--- src/rtl/uart_pkg.sv ---
// Shared types for the framed UART transmitter: FSM states, parity modes and
// the data-width clamp applied when a frame starts.
package uart_pkg;

  typedef enum logic [2:0] {
    StIdle,
    StStart,
    StData,
    StParity,
    StStop
  } tx_state_e;

  typedef enum logic [1:0] {
    ParNone    = 2'd0,
    ParEven    = 2'd1,
    ParOdd     = 2'd2,
    ParNoneAlt = 2'd3
  } parity_e;

  // Requests below five bits or above the synthesised width snap to the nearest limit.
  function automatic logic [3:0] clamp_data_bits(input logic [3:0] req,
                                                 input logic [3:0] max_bits);
    if (req < 4'd5) begin
      return 4'd5;
    end else if (req > max_bits) begin
      return max_bits;
    end else begin
      return req;
    end
  endfunction

  function automatic logic parity_enabled(input parity_e mode);
    return (mode == ParEven) || (mode == ParOdd);
  endfunction

endpackage

--- src/rtl/sync_fifo.sv ---
// Single-clock FIFO with exact occupancy count; DEPTH must be a power of two so
// the pointers wrap on their own and the count MSB doubles as the full flag.
module sync_fifo #(
  parameter int unsigned WIDTH = 8,
  parameter int unsigned DEPTH = 8
) (
  input  logic                     clk,
  input  logic                     reset_n,
  input  logic                     i_push,
  input  logic [WIDTH-1:0]         i_data,
  input  logic                     i_pop,
  output logic [WIDTH-1:0]         o_data,
  output logic                     o_full,
  output logic                     o_empty,
  output logic [$clog2(DEPTH):0]   o_level
);

  localparam int unsigned AW = $clog2(DEPTH);
  localparam logic [AW-1:0] PtrOne = 1;
  localparam logic [AW:0]   LevelOne = 1;

  logic [WIDTH-1:0] r_mem [DEPTH];
  logic [AW-1:0]    r_wr_ptr;
  logic [AW-1:0]    r_rd_ptr;
  logic [AW:0]      r_level;
  logic             w_push;
  logic             w_pop;

  assign o_full  = r_level[AW];
  assign o_empty = (r_level == '0);
  assign o_level = r_level;
  assign o_data  = r_mem[r_rd_ptr];

  assign w_push = i_push & ~o_full;
  assign w_pop  = i_pop & ~o_empty;

  always_ff @(posedge clk) begin
    if (w_push) begin
      r_mem[r_wr_ptr] <= i_data;
    end
  end

  always_ff @(posedge clk) begin
    if (!reset_n) begin
      r_wr_ptr <= '0;
      r_rd_ptr <= '0;
      r_level  <= '0;
    end else begin
      if (w_push) begin
        r_wr_ptr <= r_wr_ptr + PtrOne;
      end
      if (w_pop) begin
        r_rd_ptr <= r_rd_ptr + PtrOne;
      end
      unique case ({w_push, w_pop})
        2'b10:   r_level <= r_level + LevelOne;
        2'b01:   r_level <= r_level - LevelOne;
        default: r_level <= r_level;
      endcase
    end
  end

endmodule

--- src/rtl/uart_tx_framed.sv ---
// FIFO-fed UART transmitter with per-frame latched configuration (data width,
// parity, stop bits, baud divisor) and back-to-back framing.
module uart_tx_framed
  import uart_pkg::*;
#(
  parameter int unsigned MAX_DATA_BITS = 8,
  parameter int unsigned FIFO_DEPTH    = 8,
  parameter int unsigned DIV_WIDTH     = 16
) (
  input  logic                          clk,
  input  logic                          reset_n,
  input  logic                          ena,
  input  logic [MAX_DATA_BITS-1:0]      tx_data,
  input  logic                          tx_valid,
  output logic                          tx_ready,
  input  logic [DIV_WIDTH-1:0]          cfg_div,
  input  logic [3:0]                    cfg_data_bits,
  input  logic [1:0]                    cfg_parity,
  input  logic                          cfg_stop2,
  output logic                          tx_signal,
  output logic                          tx_busy,
  output logic [$clog2(FIFO_DEPTH):0]   fifo_level
);

  localparam logic [3:0] MaxBits = 4'(MAX_DATA_BITS);
  localparam logic [DIV_WIDTH-1:0] DivOne = 1;

  tx_state_e                r_state, w_state_nxt;
  logic [DIV_WIDTH-1:0]     r_cnt, w_cnt_nxt;
  logic [DIV_WIDTH-1:0]     r_div_m1, w_div_m1_nxt;
  logic [DIV_WIDTH-1:0]     w_div_m1_in;
  logic [3:0]               r_bit_idx, w_bit_idx_nxt;
  logic [3:0]               r_nbits, w_nbits_nxt;
  logic [MAX_DATA_BITS-1:0] r_shift, w_shift_nxt;
  logic                     r_par, w_par_nxt;
  parity_e                  r_par_mode, w_par_mode_nxt;
  logic                     r_stop2, w_stop2_nxt;
  logic                     r_stop_left, w_stop_left_nxt;
  logic                     r_tx, w_tx_nxt;

  logic                     w_start;
  logic                     w_push;
  logic                     w_pop;
  logic                     w_fifo_full;
  logic                     w_fifo_empty;
  logic [MAX_DATA_BITS-1:0] w_fifo_data;

  assign tx_ready  = ena & ~w_fifo_full;
  assign w_push    = tx_valid & tx_ready;
  assign w_pop     = ena & w_start;
  assign tx_signal = r_tx;
  assign tx_busy   = (r_state != StIdle);

  // A divisor of zero is treated as one cycle per bit.
  assign w_div_m1_in = (cfg_div == '0) ? '0 : (cfg_div - DivOne);

  sync_fifo #(
    .WIDTH (MAX_DATA_BITS),
    .DEPTH (FIFO_DEPTH)
  ) u_fifo (
    .clk     (clk),
    .reset_n (reset_n),
    .i_push  (w_push),
    .i_data  (tx_data),
    .i_pop   (w_pop),
    .o_data  (w_fifo_data),
    .o_full  (w_fifo_full),
    .o_empty (w_fifo_empty),
    .o_level (fifo_level)
  );

  always_comb begin
    w_state_nxt     = r_state;
    w_cnt_nxt       = r_cnt;
    w_div_m1_nxt    = r_div_m1;
    w_bit_idx_nxt   = r_bit_idx;
    w_nbits_nxt     = r_nbits;
    w_shift_nxt     = r_shift;
    w_par_nxt       = r_par;
    w_par_mode_nxt  = r_par_mode;
    w_stop2_nxt     = r_stop2;
    w_stop_left_nxt = r_stop_left;
    w_tx_nxt        = r_tx;
    w_start         = 1'b0;

    unique case (r_state)
      StIdle: begin
        w_start = ~w_fifo_empty;
      end

      StStart: begin
        if (r_cnt == '0) begin
          w_state_nxt   = StData;
          w_cnt_nxt     = r_div_m1;
          w_bit_idx_nxt = '0;
          w_tx_nxt      = r_shift[0];
        end else begin
          w_cnt_nxt = r_cnt - DivOne;
        end
      end

      StData: begin
        if (r_cnt == '0) begin
          w_cnt_nxt   = r_div_m1;
          w_par_nxt   = r_par ^ r_shift[0];
          w_shift_nxt = r_shift >> 1;
          if (r_bit_idx == (r_nbits - 4'd1)) begin
            if (parity_enabled(r_par_mode)) begin
              w_state_nxt = StParity;
              w_tx_nxt    = r_par ^ r_shift[0] ^ (r_par_mode == ParOdd);
            end else begin
              w_state_nxt     = StStop;
              w_tx_nxt        = 1'b1;
              w_stop_left_nxt = r_stop2;
            end
          end else begin
            w_bit_idx_nxt = r_bit_idx + 4'd1;
            w_tx_nxt      = r_shift[1];
          end
        end else begin
          w_cnt_nxt = r_cnt - DivOne;
        end
      end

      StParity: begin
        if (r_cnt == '0) begin
          w_state_nxt     = StStop;
          w_cnt_nxt       = r_div_m1;
          w_tx_nxt        = 1'b1;
          w_stop_left_nxt = r_stop2;
        end else begin
          w_cnt_nxt = r_cnt - DivOne;
        end
      end

      StStop: begin
        if (r_cnt == '0) begin
          if (r_stop_left) begin
            w_stop_left_nxt = 1'b0;
            w_cnt_nxt       = r_div_m1;
          end else if (!w_fifo_empty) begin
            w_start = 1'b1;
          end else begin
            w_state_nxt = StIdle;
          end
        end else begin
          w_cnt_nxt = r_cnt - DivOne;
        end
      end

      default: begin
        w_state_nxt = StIdle;
        w_tx_nxt    = 1'b1;
      end
    endcase

    // Frame start: pop the head word and snapshot the configuration for this frame.
    if (w_start) begin
      w_state_nxt     = StStart;
      w_tx_nxt        = 1'b0;
      w_shift_nxt     = w_fifo_data;
      w_par_nxt       = 1'b0;
      w_bit_idx_nxt   = '0;
      w_stop_left_nxt = 1'b0;
      w_nbits_nxt     = clamp_data_bits(cfg_data_bits, MaxBits);
      w_par_mode_nxt  = parity_e'(cfg_parity);
      w_stop2_nxt     = cfg_stop2;
      w_div_m1_nxt    = w_div_m1_in;
      w_cnt_nxt       = w_div_m1_in;
    end
  end

  always_ff @(posedge clk) begin
    if (!reset_n) begin
      r_state     <= StIdle;
      r_cnt       <= '0;
      r_div_m1    <= '0;
      r_bit_idx   <= '0;
      r_nbits     <= 4'd5;
      r_shift     <= '0;
      r_par       <= 1'b0;
      r_par_mode  <= ParNone;
      r_stop2     <= 1'b0;
      r_stop_left <= 1'b0;
      r_tx        <= 1'b1;
    end else if (ena) begin
      r_state     <= w_state_nxt;
      r_cnt       <= w_cnt_nxt;
      r_div_m1    <= w_div_m1_nxt;
      r_bit_idx   <= w_bit_idx_nxt;
      r_nbits     <= w_nbits_nxt;
      r_shift     <= w_shift_nxt;
      r_par       <= w_par_nxt;
      r_par_mode  <= w_par_mode_nxt;
      r_stop2     <= w_stop2_nxt;
      r_stop_left <= w_stop_left_nxt;
      r_tx        <= w_tx_nxt;
    end
  end

endmodule

--- config.mk ---
export PLATFORM = sky130hd
export DESIGN_NAME = uart_tx_framed
export DESIGN_NICKNAME = d
export VERILOG_FILES = /design/src/rtl/uart_pkg.sv /design/src/rtl/sync_fifo.sv /design/src/rtl/uart_tx_framed.sv
export SDC_FILE = /design/constraint.sdc
export NUM_CORES = 1
export LEC_CHECK = 0
export ABC_CLOCK_PERIOD_IN_PS = 5100
export CORE_ASPECT_RATIO = 1.5
export CORE_MARGIN = 2
export CORE_UTILIZATION = 45
export DETAILED_ROUTE_END_ITERATION = 10
export PLACE_DENSITY = 0.69
export RECOVER_POWER = 50
export REMOVE_ABC_BUFFERS = 1
export SYNTH_ARGS = -nofsm -noshare
export SYNTH_HDL_FRONTEND = slang
export SYNTH_SLANG_ARGS = --single-unit
--- constraint.sdc ---
create_clock -name clk -period 5.1 [get_ports clk]
set_input_delay 1.53 -clock clk [delete_from_list [all_inputs] [get_ports clk]]
set_output_delay 1.53 -clock clk [all_outputs]
set_load 0.005 [all_outputs]
==> reports/results.tsv, run 1 <==
metric	value	unit
Final ANT Viol Nets	0	
Clock transition at path regs	0.06	ns
Mapped Cells	639	
Mapped Area	6570	um^2
Top Ports	42	
Clock Skew	0.0103	ns
number of flops mapped to enable cells by yosys	64	
P&R area growth vs syn	17.5	%
Peak Freq	229	MHz
Rel. slew slack	0.138	
Nets	718	
largest family of logic cells by synthesized area	simple AND/OR/NAND/NOR gates	
TritonCTS clock tree	yes	
Overflow after GRT	0	
status	completed	
initial antenna violation count	1	
DR DRC count	0	
Compound-Gate Fraction of Synth Area	0.143	
starting density of the core	0.457	
sequential-to-total area share from yosys stat	0.506	
post-synth top area share	0.293	
CTS Hold Bufs	0	
DRT Wirelength	15.7	mm
hold path cells	2	
Final period util	0.858	
startpoint types	input port	
mean routed wirelength per cell	17.7	um
post-place setup slack	0.803	ns
distinct cell type count after synthesis	68	
CTS buffer count	17	
largest net degree at the start of global routing	32	
post-cts sizing count	0	
RSZ-0062 raised after global routing	no	
R2R setup slack	1.78	ns
layout cell share with drive strength beyond 1	0.108	
PortBufs	41	
Req. time, crit path	3.57	ns
static leakage	2.60	nW
TNS Setup	0	ns
Vias	5101	
PD cells	582	nW/um^2
register bit total from synthesis	134	
post-synthesis mux area share	0.0828	
DIE AREA	15600	um^2
clock latency on the worst-skew pair	0.43	ns
Final Worst Setup Slack	0.724	ns
final non-filler cell total	883	
placed cell count	850	
WS Path Type	in2out	
DRT Pass-1 Iters	5	
Avg Cell Area, Syn	10.3	um^2
Synth Area in Adders	0.0190	
critical-path cell list	dlygate4sd3_1, inv_1, nor2_1, clkdlybuf4s50_1	
slowest CP cell	dlygate4sd3_1	
ys async rst share	0	
Final Hold Slack	0.459	ns
Final Hold Fails	0	
Synth area leader	edfxtp_1	
ys flop type	dfxtp_1	
die span in y	152	um
Post-CTS Setup Inserts	0	
Via-to-Cell Ratio	5.78	
VDD IR max	0.000264	V
vias in the first global route	5143	
Final min period	4.38	ns
largest fanout on the critical path	2	
Simple-Gate Fraction of Synth Area	0.169	
Final setup viols	0	
Die Wd	103	um
first-pass GRT wire length	25.2	mm
Worst-Margin Slew	1.29	ns
GPL Wtd Cong	0.815	
Global Route Usage Sum	0.208	
H-tree depth	4	
Hold Path Origin	r_par_mode[0]	
Fillers	1239	
HP Class	reg2reg	
Hold Crit Endpoint	r_par_mode[0]	
Finished Core Util	0.537	
data arrival time of the critical path	2.85	ns
Worst R2R End	u_fifo.o_level[2]	
worst r2r src	r_cnt[0]	
HPWL Detailed	10.8	mm
clock buffer depth	2	
clock root cell	clkbuf_16	
Worst Setup End Kind	primary output	
YS warnings	0	
initial drt markers	271	
XOR/XNOR Fraction of Synth Area	0.0436	
CP peak stage delay	0.55	ns
worst r2r path cells	15	
Pins Over Slew Limit	0	
max_cap viols	0	
FP Rows	54	
core area	14400	um^2
clock sinks	134	
top post-synthesis cells by area	edfxtp_1, dfxtp_1, mux4_2	
## logic make-up after synthesis
| group | after synthesis |
|---|---|
| adder cells (fa/ha/maj) | 10 |
| buffers and inverters | 52 |
| AND/OR/NAND/NOR | 228 |
| flip-flops | 134 |
| AO/OA/AOI/OAI | 150 |
| XOR/XNOR | 31 |
| multiplexers | 34 |
## placed cells by master (no fill, tap or decap), drive strengths merged, types with 13 or more instances in the layout
| master | netlist | final |
|---|---|---|
| a21oi | 48 | 48 |
| clkbuf | 19 | 22 |
| clkdlybuf4s50 | 0 | 29 |
| dfxtp | 70 | 70 |
| edfxtp | 64 | 64 |
| inv | 13 | 21 |
| mux2i | 15 | 15 |
| mux4 | 16 | 16 |
| nand2 | 81 | 81 |
| nor2 | 61 | 61 |
| nor3 | 19 | 19 |
| o211ai | 13 | 13 |
| o21ai | 39 | 39 |
| xnor2 | 16 | 16 |
| xor2 | 14 | 14 |
## synthesized netlist by cell type (all sizes together) (10+ instances only)
cell type   n
xor2       14
mux2i      15
buf        20
a21oi      48
o21ai      39
dfxtp      70
nor3       19
ha         10
xnor2      16
clkbuf     19
edfxtp     64
nor2       61
nand3      12
nand2      81
mux4       16
o211ai     13
inv        13
## report_power, final
group          switching, mW  internal (mW)  leakage (nW)
Combinational           1.06          0.725          1.16
Sequential             0.183           1.29          1.15
Clock                  0.537          0.704         0.293
## per-stage QoR
step                      area, um^2  total power [mW]
final                           7720              4.50
after detailed placement        7140              3.27
after global placement          7140              3.21
after floorplan                 6380              2.71
after CTS                       7750              4.52
after global routing            7720              4.76
## final cells by class
cell class / instances / area, um^2 / area share
antenna: 1 / 2.50 / 0.000324
clock buffer: 17 / 425 / 0.0551
clock inverter: 15 / 185 / 0.0240
inverter: 13 / 48.8 / 0.00632
multi-input combinational: 453 / 3000 / 0.389
sequential: 134 / 3320 / 0.430
tap: 196 / 245 / 0.0318
timing repair buffer: 54 / 489 / 0.0634
## worst max-delay path by stage
stage                                   end  slack (ns)  startpoint
final                              tx_ready        0.72         ena
after floorplan           u_fifo.o_level[2]        0.31    r_cnt[2]
after global placement             tx_ready        0.79         ena
after CTS                          tx_ready        0.79         ena
after global routing               tx_ready        0.66         ena
after detailed placement           tx_ready        0.80         ena
## flip-flops by register name, summed over array words and instances, names as in the netlist, named ones only
signal           count
r_stop2              1
tx_signal            1
r_par_mode           2
r_shift              8
r_stop_left          1
u_fifo.r_rd_ptr      3
r_div_m1            16
u_fifo.o_level       4
r_bit_idx            4
r_cnt               16
r_state              3
r_nbits              4
u_fifo.r_mem        64
u_fifo.r_wr_ptr      3
r_par                1
## layer usage
metal | up-vias | wire, um | GRT usage | share of wire
met5 | - | 0 | 0 | 0
met4 | 0 | 617 | 0.108 | 0.039
met3 | 37 | 601 | 0.0419 | 0.038
met2 | 137 | 8520 | 0.376 | 0.54
met1 | 2490 | 5920 | 0.221 | 0.38
li1 | 2437 | - | - | -
## critical path: cells and delay by family
kind                   cells  cell delay [ns]
buffers and inverters      3             1.15
and+or+nand+nor            1             0.16
Power figures use the tool's default switching activity.
==> inputs of run 2 (changes only) <==
--- a/config.mk
+++ b/config.mk
@@ -7,7 +7,6 @@
 export LEC_CHECK = 0
 export ABC_CLOCK_PERIOD_IN_PS = 5100
 export CORE_ASPECT_RATIO = 1.5
-export CORE_MARGIN = 2
 export CORE_UTILIZATION = 45
 export DETAILED_ROUTE_END_ITERATION = 10
 export PLACE_DENSITY = 0.69
==> reports/results.tsv, run 2 (synthesis results as in run 1) <==
metric	value	unit
status	completed	
clock latency on the worst-skew pair	0.42	ns
P&R area growth vs syn	17.0	%
largest fanout on the critical path	2	
PortBufs	41	
met3 WL post-DR	653	um
Final min period	4.37	ns
Global Route Usage Sum	0.214	
DR DRC count	0	
Vias	4994	
Final setup viols	0	
Top delay family on crit path	buffers and inverters	
Pins Over Slew Limit	0	
Final period util	0.857	
vias in the first global route	5026	
Rel. slew slack	0.137	
highest routed layer	met4	
starting density of the core	0.465	
most frequent cells in the layout	nand2_1, dfxtp_1, edfxtp_1	
TritonCTS clock tree	yes	
Clock transition at path regs	0.06	ns
Peak Freq	229	MHz
Top Ports	42	
critical-path cell list	dlygate4sd3_1, inv_1, nor2_1, clkdlybuf4s50_1	
post-cts sizing count	0	
Overflow after GRT	0	
initial antenna violation count	0	
final non-filler cell total	876	
final instance area	7690	um^2
CP peak stage delay	0.57	ns
Metal-1 WL	5.95	mm
WP buf/inv	3	
core area	14100	um^2
RSZ-0062 raised after global routing	no	
clock buffer depth	2	
Clock Skew	0.0104	ns
clock sinks	134	
HP Class	reg2reg	
static leakage	2.60	nW
layout cell share with drive strength beyond 1	0.105	
Req. time, crit path	3.57	ns
H-tree depth	4	
Post-DP Area	7120	um^2
Worst Setup End Kind	primary output	
CTS Hold Bufs	0	
Worst-Margin Slew	1.29	ns
Final ANT Viol Nets	0	
initial drt markers	318	
first-pass GRT wire length	24.5	mm
commonest non-fill, non-tap cell in the layout	nand2_1	
WS Path Type	in2out	
Via-to-Cell Ratio	5.70	
placed cell count	844	
FP Rows	53	
PD cells	577	nW/um^2
DRT Wirelength	15.0	mm
VDD IR max	0.000322	V
diodes inserted	0	
number of flip-flops in the largest register	64	
GPL Wtd Cong	0.829	
CTS buffer count	17	
DRT Pass-1 Iters	5	
Post-CTS Setup Inserts	0	
Nets	716	
clock root cell	clkbuf_16	
met2 wire length	8.01	mm
Final Hold Fails	0	
data arrival time of the critical path	2.84	ns
HPWL Detailed	10.2	mm
power consumption	4.43	mW
mean routed wirelength per cell	17.1	um
die span in y	150	um
max_cap viols	0	
most flop-heavy register	u_fifo.r_mem	
slowest CP cell	dlygate4sd3_1	
TNS Setup	0	ns
startpoint types	input port	
top flop regs	u_fifo.r_mem (64), r_cnt (16), r_div_m1 (16)	
largest net degree at the start of global routing	32	
Die Wd	101	um
DIE AREA	15100	um^2
## run 2: changes by cell type in the layout (fill, tap and decap cells not counted), sizes merged
cell and change:
buf -2, bufinv -1, clkdlybuf4s50 -3, clkinv -1, clkinvlp -1, diode -1, dlygate4sd3 +3, inv +3
## run 2: per-stage QoR
step,util,hold slack (ns),worst slack [ns]
after floorplan,-,0.432,0.308
after global placement,0.504,0.444,0.784
after detailed placement,0.504,0.448,0.786
after CTS,0.546,0.457,0.772
after global routing,0.544,0.482,0.666
final,0.544,0.459,0.730
## run 2: final timing paths
kind	end	cells after the start	startpoint	slack [ns]
worst max register to register	u_fifo.o_level[2]	15	r_cnt[0]	1.82
worst min register to register	r_div_m1[5]	2	r_div_m1[5]	0.46
worst max-delay path	tx_ready	4	ena	0.73
worst min-delay path	r_div_m1[5]	2	r_div_m1[5]	0.46
## run 2: cell type report
cell class / instances / area, um^2
inverter: 13 / 48.8
clock buffer: 17 / 425
timing repair buffer: 52 / 474
tap: 192 / 240
sequential: 134 / 3320
clock inverter: 15 / 173
multi-input combinational: 453 / 3000
fill: 1221 / 6440
## run 2: routing by layer
metal | track usage | up-vias
li1 | - | 2428
met3 | 0.0448 | 31
met5 | 0 | -
met1 | 0.235 | 2396
met2 | 0.391 | 139
met4 | 0.0935 | 0
## run 2: power by group
group / total (mW) / switching (mW) / internal (mW)
registers: 1.47 / 0.183 / 1.29
logic: 1.75 / 1.03 / 0.720
clock network: 1.22 / 0.551 / 0.664
## run 2: worst reg2reg max path: cells and delay by family, from the launching register on
family / cells / cell delay (ns)
simple gates: 4 / 0.88
fa+ha+maj: 3 / 0.84
buf+inv: 3 / 0.43
xor+xnor: 2 / 0.36
compound gates: 3 / 0.35
flops: 1 / 0.34
